===== src/rtl/coverage_scanner_pkg.sv =====
// Shared definitions for the coverage scanner: vector widths, set-operation codes,
// grid geometry and the FSM state encoding.
package coverage_scanner_pkg;

    localparam int COVERED_SZ = 3;
    localparam int MODE_SZ    = 2;
    localparam int GRID_SZ    = 8;
    localparam int NUM_PTS    = GRID_SZ * GRID_SZ;

    localparam logic [MODE_SZ-1:0] MODE1 = 2'd0;
    localparam logic [MODE_SZ-1:0] MODE2 = 2'd1;
    localparam logic [MODE_SZ-1:0] MODE3 = 2'd2;
    localparam logic [MODE_SZ-1:0] MODE4 = 2'd3;

    typedef enum logic [1:0] {
        ST_IDLE = 2'd0,
        ST_SCAN = 2'd1,
        ST_DONE = 2'd2
    } state_e;

endpackage


===== src/rtl/coverage_scanner_in_circle.sv =====
// Single-circle membership test: (x-xc)^2 + (y-yc)^2 <= r^2, evaluated
// at full precision so off-grid centres never alias onto the grid.
module in_circle (
    input  logic [3:0] x,
    input  logic [3:0] y,
    input  logic [3:0] xc,
    input  logic [3:0] yc,
    input  logic [3:0] r,
    output logic       in
);

    logic signed [4:0] dx;
    logic signed [4:0] dy;
    logic        [3:0] dx_mag;
    logic        [3:0] dy_mag;
    logic        [7:0] dx_sq;
    logic        [7:0] dy_sq;
    logic        [7:0] r_sq;
    logic        [8:0] dist_sq;

    assign dx = $signed({1'b0, x}) - $signed({1'b0, xc});
    assign dy = $signed({1'b0, y}) - $signed({1'b0, yc});

    // Differences span -15..15, so the magnitude always fits in 4 bits.
    assign dx_mag = dx[4] ? 4'(-dx) : dx[3:0];
    assign dy_mag = dy[4] ? 4'(-dy) : dy[3:0];

    assign dx_sq   = {4'd0, dx_mag} * {4'd0, dx_mag};
    assign dy_sq   = {4'd0, dy_mag} * {4'd0, dy_mag};
    assign r_sq    = {4'd0, r} * {4'd0, r};
    assign dist_sq = {1'b0, dx_sq} + {1'b0, dy_sq};

    assign in = (dist_sq <= {1'b0, r_sq});

endmodule


===== src/rtl/coverage_scanner.sv =====
// Scans an 8x8 grid against three latched circles, one point per cycle, and counts
// the points for which the external set-operation unit reports a hit.
module coverage_scanner
    import coverage_scanner_pkg::*;
(
    input  logic                  clk,
    input  logic                  rst_n,
    input  logic                  en,
    input  logic [23:0]           central_i,
    input  logic [11:0]           radius_i,
    input  logic [MODE_SZ-1:0]    mode_i,
    output logic                  busy_o,
    output logic                  scan_vld_o,
    output logic [COVERED_SZ-1:0] covered_o,
    output logic [MODE_SZ-1:0]    mode_buf_o,
    input  logic                  hit_i,
    output logic                  valid_o,
    output logic [7:0]            candidate_o
);

    state_e               state_q,     state_d;
    logic [5:0]           idx_q,       idx_d;
    logic [6:0]           count_q,     count_d;
    logic [23:0]          central_q,   central_d;
    logic [11:0]          radius_q,    radius_d;
    logic [MODE_SZ-1:0]   mode_q,      mode_d;
    logic [7:0]           candidate_q, candidate_d;

    logic [3:0]            pt_x;
    logic [3:0]            pt_y;
    logic [COVERED_SZ-1:0] in_bits;

    assign pt_x = {1'b0, idx_q[2:0]} + 4'd1;
    assign pt_y = {1'b0, idx_q[5:3]} + 4'd1;

    // Instance k tests the circle whose membership lands on covered bit k (bit 2 = A).
    for (genvar k = 0; k < COVERED_SZ; k++) begin : g_circle
        in_circle u_in_circle (
            .x  (pt_x),
            .y  (pt_y),
            .xc (central_q[k*8+4 +: 4]),
            .yc (central_q[k*8   +: 4]),
            .r  (radius_q[k*4 +: 4]),
            .in (in_bits[k])
        );
    end

    // NOTE: sequential state uses non-blocking assignments so every register
    // samples the pre-edge values, independent of statement order.
    always_ff @(posedge clk) begin
        if (!rst_n) begin
            state_q     <= ST_IDLE;
            idx_q       <= '0;
            count_q     <= '0;
            central_q   <= '0;
            radius_q    <= '0;
            mode_q      <= '0;
            candidate_q <= '0;
        end else begin
            state_q     <= state_d;
            idx_q       <= idx_d;
            count_q     <= count_d;
            central_q   <= central_d;
            radius_q    <= radius_d;
            mode_q      <= mode_d;
            candidate_q <= candidate_d;
        end
    end

    // NOTE: every next-state signal takes its hold value first so no path
    // through the case statement can leave one unassigned and infer a latch.
    always_comb begin
        state_d     = state_q;
        idx_d       = idx_q;
        count_d     = count_q;
        central_d   = central_q;
        radius_d    = radius_q;
        mode_d      = mode_q;
        candidate_d = candidate_q;

        unique case (state_q)
            ST_IDLE: begin
                if (en) begin
                    state_d   = ST_SCAN;
                    idx_d     = '0;
                    count_d   = '0;
                    central_d = central_i;
                    radius_d  = radius_i;
                    mode_d    = mode_i;
                end
            end
            ST_SCAN: begin
                idx_d = idx_q + 6'd1;
                if (hit_i) begin
                    count_d = count_q + 7'd1;
                end
                if (idx_q == 6'(NUM_PTS - 1)) begin
                    state_d     = ST_DONE;
                    candidate_d = {1'b0, count_q + {6'd0, hit_i}};
                end
            end
            ST_DONE: begin
                state_d = ST_IDLE;
            end
            default: begin
                state_d = ST_IDLE;
            end
        endcase
    end

    assign busy_o      = (state_q != ST_IDLE);
    assign scan_vld_o  = (state_q == ST_SCAN);
    assign valid_o     = (state_q == ST_DONE);
    assign covered_o   = scan_vld_o ? in_bits : '0;
    assign mode_buf_o  = mode_q;
    assign candidate_o = candidate_q;

endmodule


===== config.mk =====
export PLATFORM = sky130hd
export DESIGN_NAME = coverage_scanner
export DESIGN_NICKNAME = d
export VERILOG_FILES = /design/src/rtl/coverage_scanner_pkg.sv /design/src/rtl/coverage_scanner_in_circle.sv /design/src/rtl/coverage_scanner.sv
export SDC_FILE = /design/constraint.sdc
export NUM_CORES = 1
export LEC_CHECK = 0
export CORE_ASPECT_RATIO = 1.1
export CORE_MARGIN = 5
export CORE_UTILIZATION = 46
export CTS_BUF_LIST = sky130_fd_sc_hd__clkbuf_4
export CTS_CLUSTER_SIZE = 24
export DETAILED_ROUTE_END_ITERATION = 8
export HOLD_SLACK_MARGIN = 0.12
export PLACE_DENSITY = 0.68
export SLEW_MARGIN = 40
export SYNTH_ARGS = -nofsm -noshare
export SYNTH_HDL_FRONTEND = slang
export SYNTH_SLANG_ARGS = --single-unit

===== constraint.sdc =====
create_clock -name clk -period 7.85 [get_ports clk]
set_input_delay 1.57 -clock clk [delete_from_list [all_inputs] [get_ports clk]]
set_output_delay 1.57 -clock clk [all_outputs]
set_load 0.02 [all_outputs]

# --- Yosys cells after proc, flatten, opt, wreduce, memory -nomap -nowiden ---
# Cells that the tools add are included.
totals:
  ff_bits: 60
  latch_bits: 0
  mem_bits_rw: 0
  romBits: 0
  in_bits: 42
  output_inout_bits: 16
  word_cells: 68
  memories: 0
classes:
  n_addsub: 20
  n_mul: 9
  div: 0
  n_lt_le_gt_ge: 3
  eq_ne: 6
  shifts: 0
  n_mux: 15
  bitwise: 0
  reduce_logical: 8
op_table:
  columns: ["operator", "n"]
  rows:
  - ["$mul A4 B4 Y8", 9]
  - ["$sub A4 B4 Y5", 6]
  - ["$add A8 B8 Y9", 3]
  - ["$le A9 B8 Y1", 3]
  - ["$mux W4", 6]
  - ["$neg A4 Y4", 6]
  - ["$mux W7", 2]
  - ["$pmux W7 S2", 1]
  - ["$pmux W6 S2", 1]
  - ["$add A3 B1 Y4 const B", 2]
  - ["$reduce_and A2 Y1", 4]
  - ["$add A7 B1 Y7", 1]
  - ["$add A7 B1 Y7 const B", 1]
  - ["$add A6 B1 Y6 const B", 1]
  - ["$eq A6 B6 Y1 const B", 1]
  - ["$mux W6", 1]
  - ["$mux W2", 2]
  - ["$ne A2 B1 Y1 const B", 2]
  - ["$pmux W2 S2", 1]
  - ["$reduce_bool A2 Y1", 2]
  - ["$mux W3", 1]
  - ["$reduce_and A3 Y1", 1]
  - ["$eq A2 B1 Y1 const B", 1]
  - ["$eq A2 B2 Y1 const B", 1]
  - ["2 further kinds", 2]

# --- Depth between registers and ports, before layout ---
logic_depth:
  ltp_word: 8
  mapped_depth: 27
  depth_no_buf: 27

# --- Modules after synthesis ---
# From an unflattened synthesis, not the netlist that was laid out.
unflattened:
  hier_cells: 896
  area_unflattened_um2: 7290.7
modules_own_cells:
  columns: ["module", "n_inst", "cells_per_inst", "area_per_inst_um2", "seq_area_each_um2"]
  rows:
  - ["coverage_scanner", 1, 300, 2461.1, 1201.2]
  - ["in_circle at g_circle[1].u_in_circle", 1, 203, 1617.8, 0.0]
  - ["in_circle at g_circle[0].u_in_circle", 1, 196, 1616.6, 0.0]
  - ["in_circle at g_circle[2].u_in_circle", 1, 197, 1595.3, 0.0]

# --- Worst setup path after synthesis ---
# No wires, ideal clock.
synth_timing:
  path_kind: "flip-flop to output port"
  from: "register idx_q[3]"
  to: "output covered_o[1]"
  arrival_ns: 6.539
  required_time_ns: 6.280
  setup_slack_ns: -0.259
  stages_incl_launch_ff: 24
  path_buffers: 0
  path_cell_list: "dfxtp_1 > ha_1 > inv_1 > fa_1 > nand2b_1 > a21oi_1 > a31oi_1 > xnor2_1 > nor2_1 > fa_1 > inv_1 > fa_1 > inv_1 > fa_1 > fa_1 > ha_1 > fa_1 > a21o_1 > a21oi_1 > xnor2_1 > ha_1 > a2111oi_0 > a21oi_1 > nor4b_1"
synth_between:
  elab_chain_len: 8
synth_rtl:
  columns: ["item", "line_no", "rtl"]
  rows:
  - ["start: declaration", "coverage_scanner.sv:22", "logic [5:0] idx_q, idx_d;"]
  - ["start signal: assignment", "coverage_scanner.sv:61", "idx_q <= idx_d;"]
  - ["$add A3 B1 Y4 *", "coverage_scanner.sv:34", "assign pt_y = {1'b0, idx_q[5:3]} + 4'd1;"]
  - ["$sub A4 B4 Y5 *", "coverage_scanner_in_circle.sv:22", "assign dy = $signed({1'b0, y}) - $signed({1'b0, yc});"]
  - ["$neg A4 Y4", "coverage_scanner_in_circle.sv:26", "assign dy_mag = dy[4] ? 4'(-dy) : dy[3:0];"]
  - ["$mux W4 *", "coverage_scanner_in_circle.sv:26", null]
  - ["$mul A4 B4 Y8 *", "coverage_scanner_in_circle.sv:29", "assign dy_sq = {4'd0, dy_mag} * {4'd0, dy_mag};"]
  - ["$add A8 B8 Y9 *", "coverage_scanner_in_circle.sv:31", "assign dist_sq = {1'b0, dx_sq} + {1'b0, dy_sq};"]
  - ["$le A9 B8 Y1 *", "coverage_scanner_in_circle.sv:33", "assign in = (dist_sq <= {1'b0, r_sq});"]
  - ["$mux W3 *", "coverage_scanner.sv:114", "assign covered_o = scan_vld_o ? in_bits : '0;"]
  - ["end: declaration", "coverage_scanner.sv:14", "output logic [COVERED_SZ-1:0] covered_o,"]
# Mark *: on every way between the ends. The rest lies on a longest branch, timed or not.

# --- Worst setup path after layout ---
layout_timing:
  from: "register idx_q[1]"
  to: "output covered_o[2]"
layout_between:
  elab_chain_len: 8
layout_rtl:
  columns: ["item", "line_no", "rtl"]
  rows:
  - ["$add A3 B1 Y4 *", "coverage_scanner.sv:33", "assign pt_x = {1'b0, idx_q[2:0]} + 4'd1;"]
  - ["$sub A4 B4 Y5 *", "coverage_scanner_in_circle.sv:21", "assign dx = $signed({1'b0, x}) - $signed({1'b0, xc});"]
  - ["$neg A4 Y4", "coverage_scanner_in_circle.sv:25", "assign dx_mag = dx[4] ? 4'(-dx) : dx[3:0];"]
  - ["$mux W4 *", "coverage_scanner_in_circle.sv:25", null]
  - ["$mul A4 B4 Y8 *", "coverage_scanner_in_circle.sv:28", "assign dx_sq = {4'd0, dx_mag} * {4'd0, dx_mag};"]
  - ["$add A8 B8 Y9 *", "coverage_scanner_in_circle.sv:31", null]
  - ["$le A9 B8 Y1 *", "coverage_scanner_in_circle.sv:33", null]
  - ["$mux W3 *", "coverage_scanner.sv:114", null]
# Marks and branches as above.

==> metrics.md <==
| Metric | Value |
|---|---|
| Synth cell count leaders | `ha_1 (119), nand2_1 (117), inv_1 (108), dfxtp_1 (60), nor2_1 (57)` |
| Number of synthesized flops with an enable pin | `0` |
| Placement Setup Slack | `-0.496 ns` |
| Worst-path fanout max | `4` |
| Post-synthesis async set-or-reset flop share | `0%` |
| Slew at the pin closest to its max-slew limit | `0.814 ns` |
| Share of layout cells above drive strength 1 | `22.2%` |
| Main synth FF type | `dfxtp_1` |
| Yosys top cell area share | `21.1%` |
| Pleak | `4.35 nW` |
| CTS buffer count | `9` |
| Design Area, Final | `0.00925 mm2` |
| Int Power | `2.16 mW` |
| Period utilisation layout | `103%` |
| H-tree Lvls | `3` |
| Endpoints failing hold | `0` |
| Most frequent cell after synthesis | `ha_1` |
| Final setup viols | `3` |
| CP bufs+invs | `6` |
| Final HPWL DP | `12,500 um` |
| Worst path required time | `6.28 ns` |
| Setup WS post-layout | `-0.217 ns` |
| PortBufs | `56` |
| Syn Nets | `1,052` |
| Seq pwr share | `8.1%` |
| Slew Viols, Final | `0` |
| Core Area | `0.0151 mm2` |
| Slowest stage cell, crit path | `fa_1` |
| Initial antenna violation count | `0` |
| RSZ-0062 raised after global routing | `true` |
| # placed instances | `1,187` |
| Worst setup EP type | `output port` |
| Placed instance area | `0.00857 mm2` |
| WL/cell | `13.6 um` |
| Switching portion of total power | `47.1%` |
| IO Pins | `58` |
| Initial Util | `46.8%` |
| Slew Limit Headroom | `45.4%` |
| Power Density | `442 mW/mm2` |
| Fin Setup TNS | `-0.502 ns` |
| Top area cells in the synthesized netlist | `ha_1 (21%), dfxtp_1 (17%), fa_1 (11%)` |
| Post-synth design cell area | `0.00704 mm2` |
| Critical path launch point type | `register` |
| Crit path kind | `reg2out` |
| Area delta synth->final | `31.3%` |
| Max-cap violations | `0` |
| Final Skew | `0.0334 ns` |
| Layout fillers | `1,320` |
| Root Driver | `clkbuf_4` |
| Largest net degree at the start of global routing | `57` |
| Clk Latency, worst-skew pair | `0.46 ns` |
| DRC | `0` |
| Clock Power Share | `5.6%` |
| Die height | `140 um` |
| Worst-path clk slew | `0.14 ns` |
| Fin crit period | `8.07 ns` |
| F_max | `0.124 GHz` |
| DIE WIDTH | `128 um` |
| Leading area contributor after synthesis | `ha_1` |
| Syn Area/Cell | `8.28 um2` |
| Via count | `6,175` |
| Switching power | `1.93 mW` |
| Rows | `47` |
| Comb power frac | `86.4%` |
| Post-DRT Antenna Nets | `0` |
| Failing checks | `negative setup slack` |
| Post-Syn Instances | `851` |
| Number of global-route vias before repair | `6,173` |
| Clock tree sinks | `60` |
| Die area | `0.0179 mm2` |
| FF+latch count, synth | `60` |
| WP data arrival | `6.50 ns` |
| Hold_buf cts | `0` |
| Final GP Congestion | `0.817` |
| Status | `finished with violations` |
| Number of library cell types mapped by synthesis | `59` |
| Final nets | `1,220` |
| Drt total wl | `16,500 um` |
| Post-Route Utilization | `61.4%` |
| Hold Crit Class | `reg2reg` |
| Finished Layout Cells | `1,220` |
| YS warnings | `0` |
| Clk buf depth | `2` |
| CP top delay family | `adder cells` |
| Drt pass-1 iters | `4` |
| Critical Path Max Stage Delay | `0.50 ns` |
| VDD IR max | `0.000341 V` |
| First-pass GRT wire length | `27,600 um` |
| Drt first-iter violations | `215` |
| Sequential-to-total area share from yosys stat | `17.1%` |
| CTS tree | `built` |
| Top cell by count, worst path | `fa_1` |
| Total grt overflow | `0` |
| # diodes | `0` |
| GR Util All Layers | `18.6%` |
| Avg Vias per Cell | `5.06` |
-- flip-flops by register name (all words and copies together), names as in the netlist --
register	flops
radius_q	12
state_q	2
count_q	7
idx_q	6
mode_buf_o	2
central_q	24
candidate_o	7
-- metrics by stage --
stage	power (mW)	hold slack [ns]
after floorplan	2.44	0.435
after CTS	3.77	0.461
after global placement	3.23	0.442
after detailed placement	3.29	0.447
final	4.09	0.460
after global routing	4.60	0.480
-- power by group through the flow --
stage / Combinational (mW) / Clock [mW] / Sequential [mW]
after floorplan: 2.11 / 0 / 0.334
after global placement: 2.89 / 0 / 0.337
after detailed placement: 2.95 / 0 / 0.338
after CTS: 3.20 / 0.237 / 0.331
after global routing: 4.02 / 0.247 / 0.333
final: 3.53 / 0.227 / 0.331
-- cell type report --
| cell class | instances | area, um2 | area share [%] |
|---|---|---|---|
| clock buffer | 9 | 67.6 | 0.731 |
| clock inverter | 7 | 67.6 | 0.731 |
| sequential | 60 | 1210 | 13.1 |
| tap | 196 | 245 | 2.65 |
| multi-input combinational | 662 | 5770 | 62.4 |
| timing repair buffer | 177 | 1480 | 16.0 |
| inverter | 109 | 409 | 4.42 |
-- cell usage in the layout (no fill, tap or decap), drive strengths merged, types with 11 or more instances in the layout --
cell type / instances
buf: 125
nand2: 118
dfxtp: 60
ha: 119
and2: 17
nor2: 57
xor2: 30
xnor2: 29
o21ai: 21
a21o: 17
nand3: 12
fa: 40
inv: 109
clkdlybuf4s50: 52
nor2b: 12
nand2b: 17
a21boi: 42
mux2i: 11
a21oi: 34
-- logic make-up after synthesis --
| kind of cell | synth area share (%) |
|---|---|
| mux | 2.20 |
| buf+inv | 6.96 |
| other cells | 0.0532 |
| fa+ha+maj | 32.5 |
| xor+xnor | 8.35 |
| simple gates | 18.3 |
| flops | 17.1 |
| compound gates | 14.5 |
-- worst register-to-register path, delay by kind of cell (launching register included) --
| kind | cells | cell delay (ns) |
|---|---|---|
| muxes | 1 | 0.26 |
| DFF | 1 | 0.49 |
| and+or+nand+nor | 3 | 1.28 |
-- final timing paths --
check | startpoint | endpoint | slack [ns] | cells after the start
setup reg to reg | state_q[0] | candidate_o[1] | 5.72 | 4
hold reg to reg | mode_buf_o[1] | mode_buf_o[1] | 0.46 | 2
hold / removal | mode_buf_o[1] | mode_buf_o[1] | 0.46 | 2
setup / recovery | idx_q[1] | covered_o[2] | -0.22 | 27
-- timing repair --
item,4_1_cts,5_1_grt
buffers inserted,13,5
gates cloned,0,0
resized for setup,75,28
setup endpoints to repair,3,3
pin swaps,51,41
-- per-layer routing --
layer | up-vias | GRT usage (%) | routed length, um
li1 | 3182 | - | -
met1 | 2868 | 24.0 | 7770
met2 | 92 | 31.8 | 7940
met3 | 33 | 3.53 | 530
met4 | 0 | 5.03 | 312
met5 | - | 0 | 0
(Power assumes the default switching activity.)
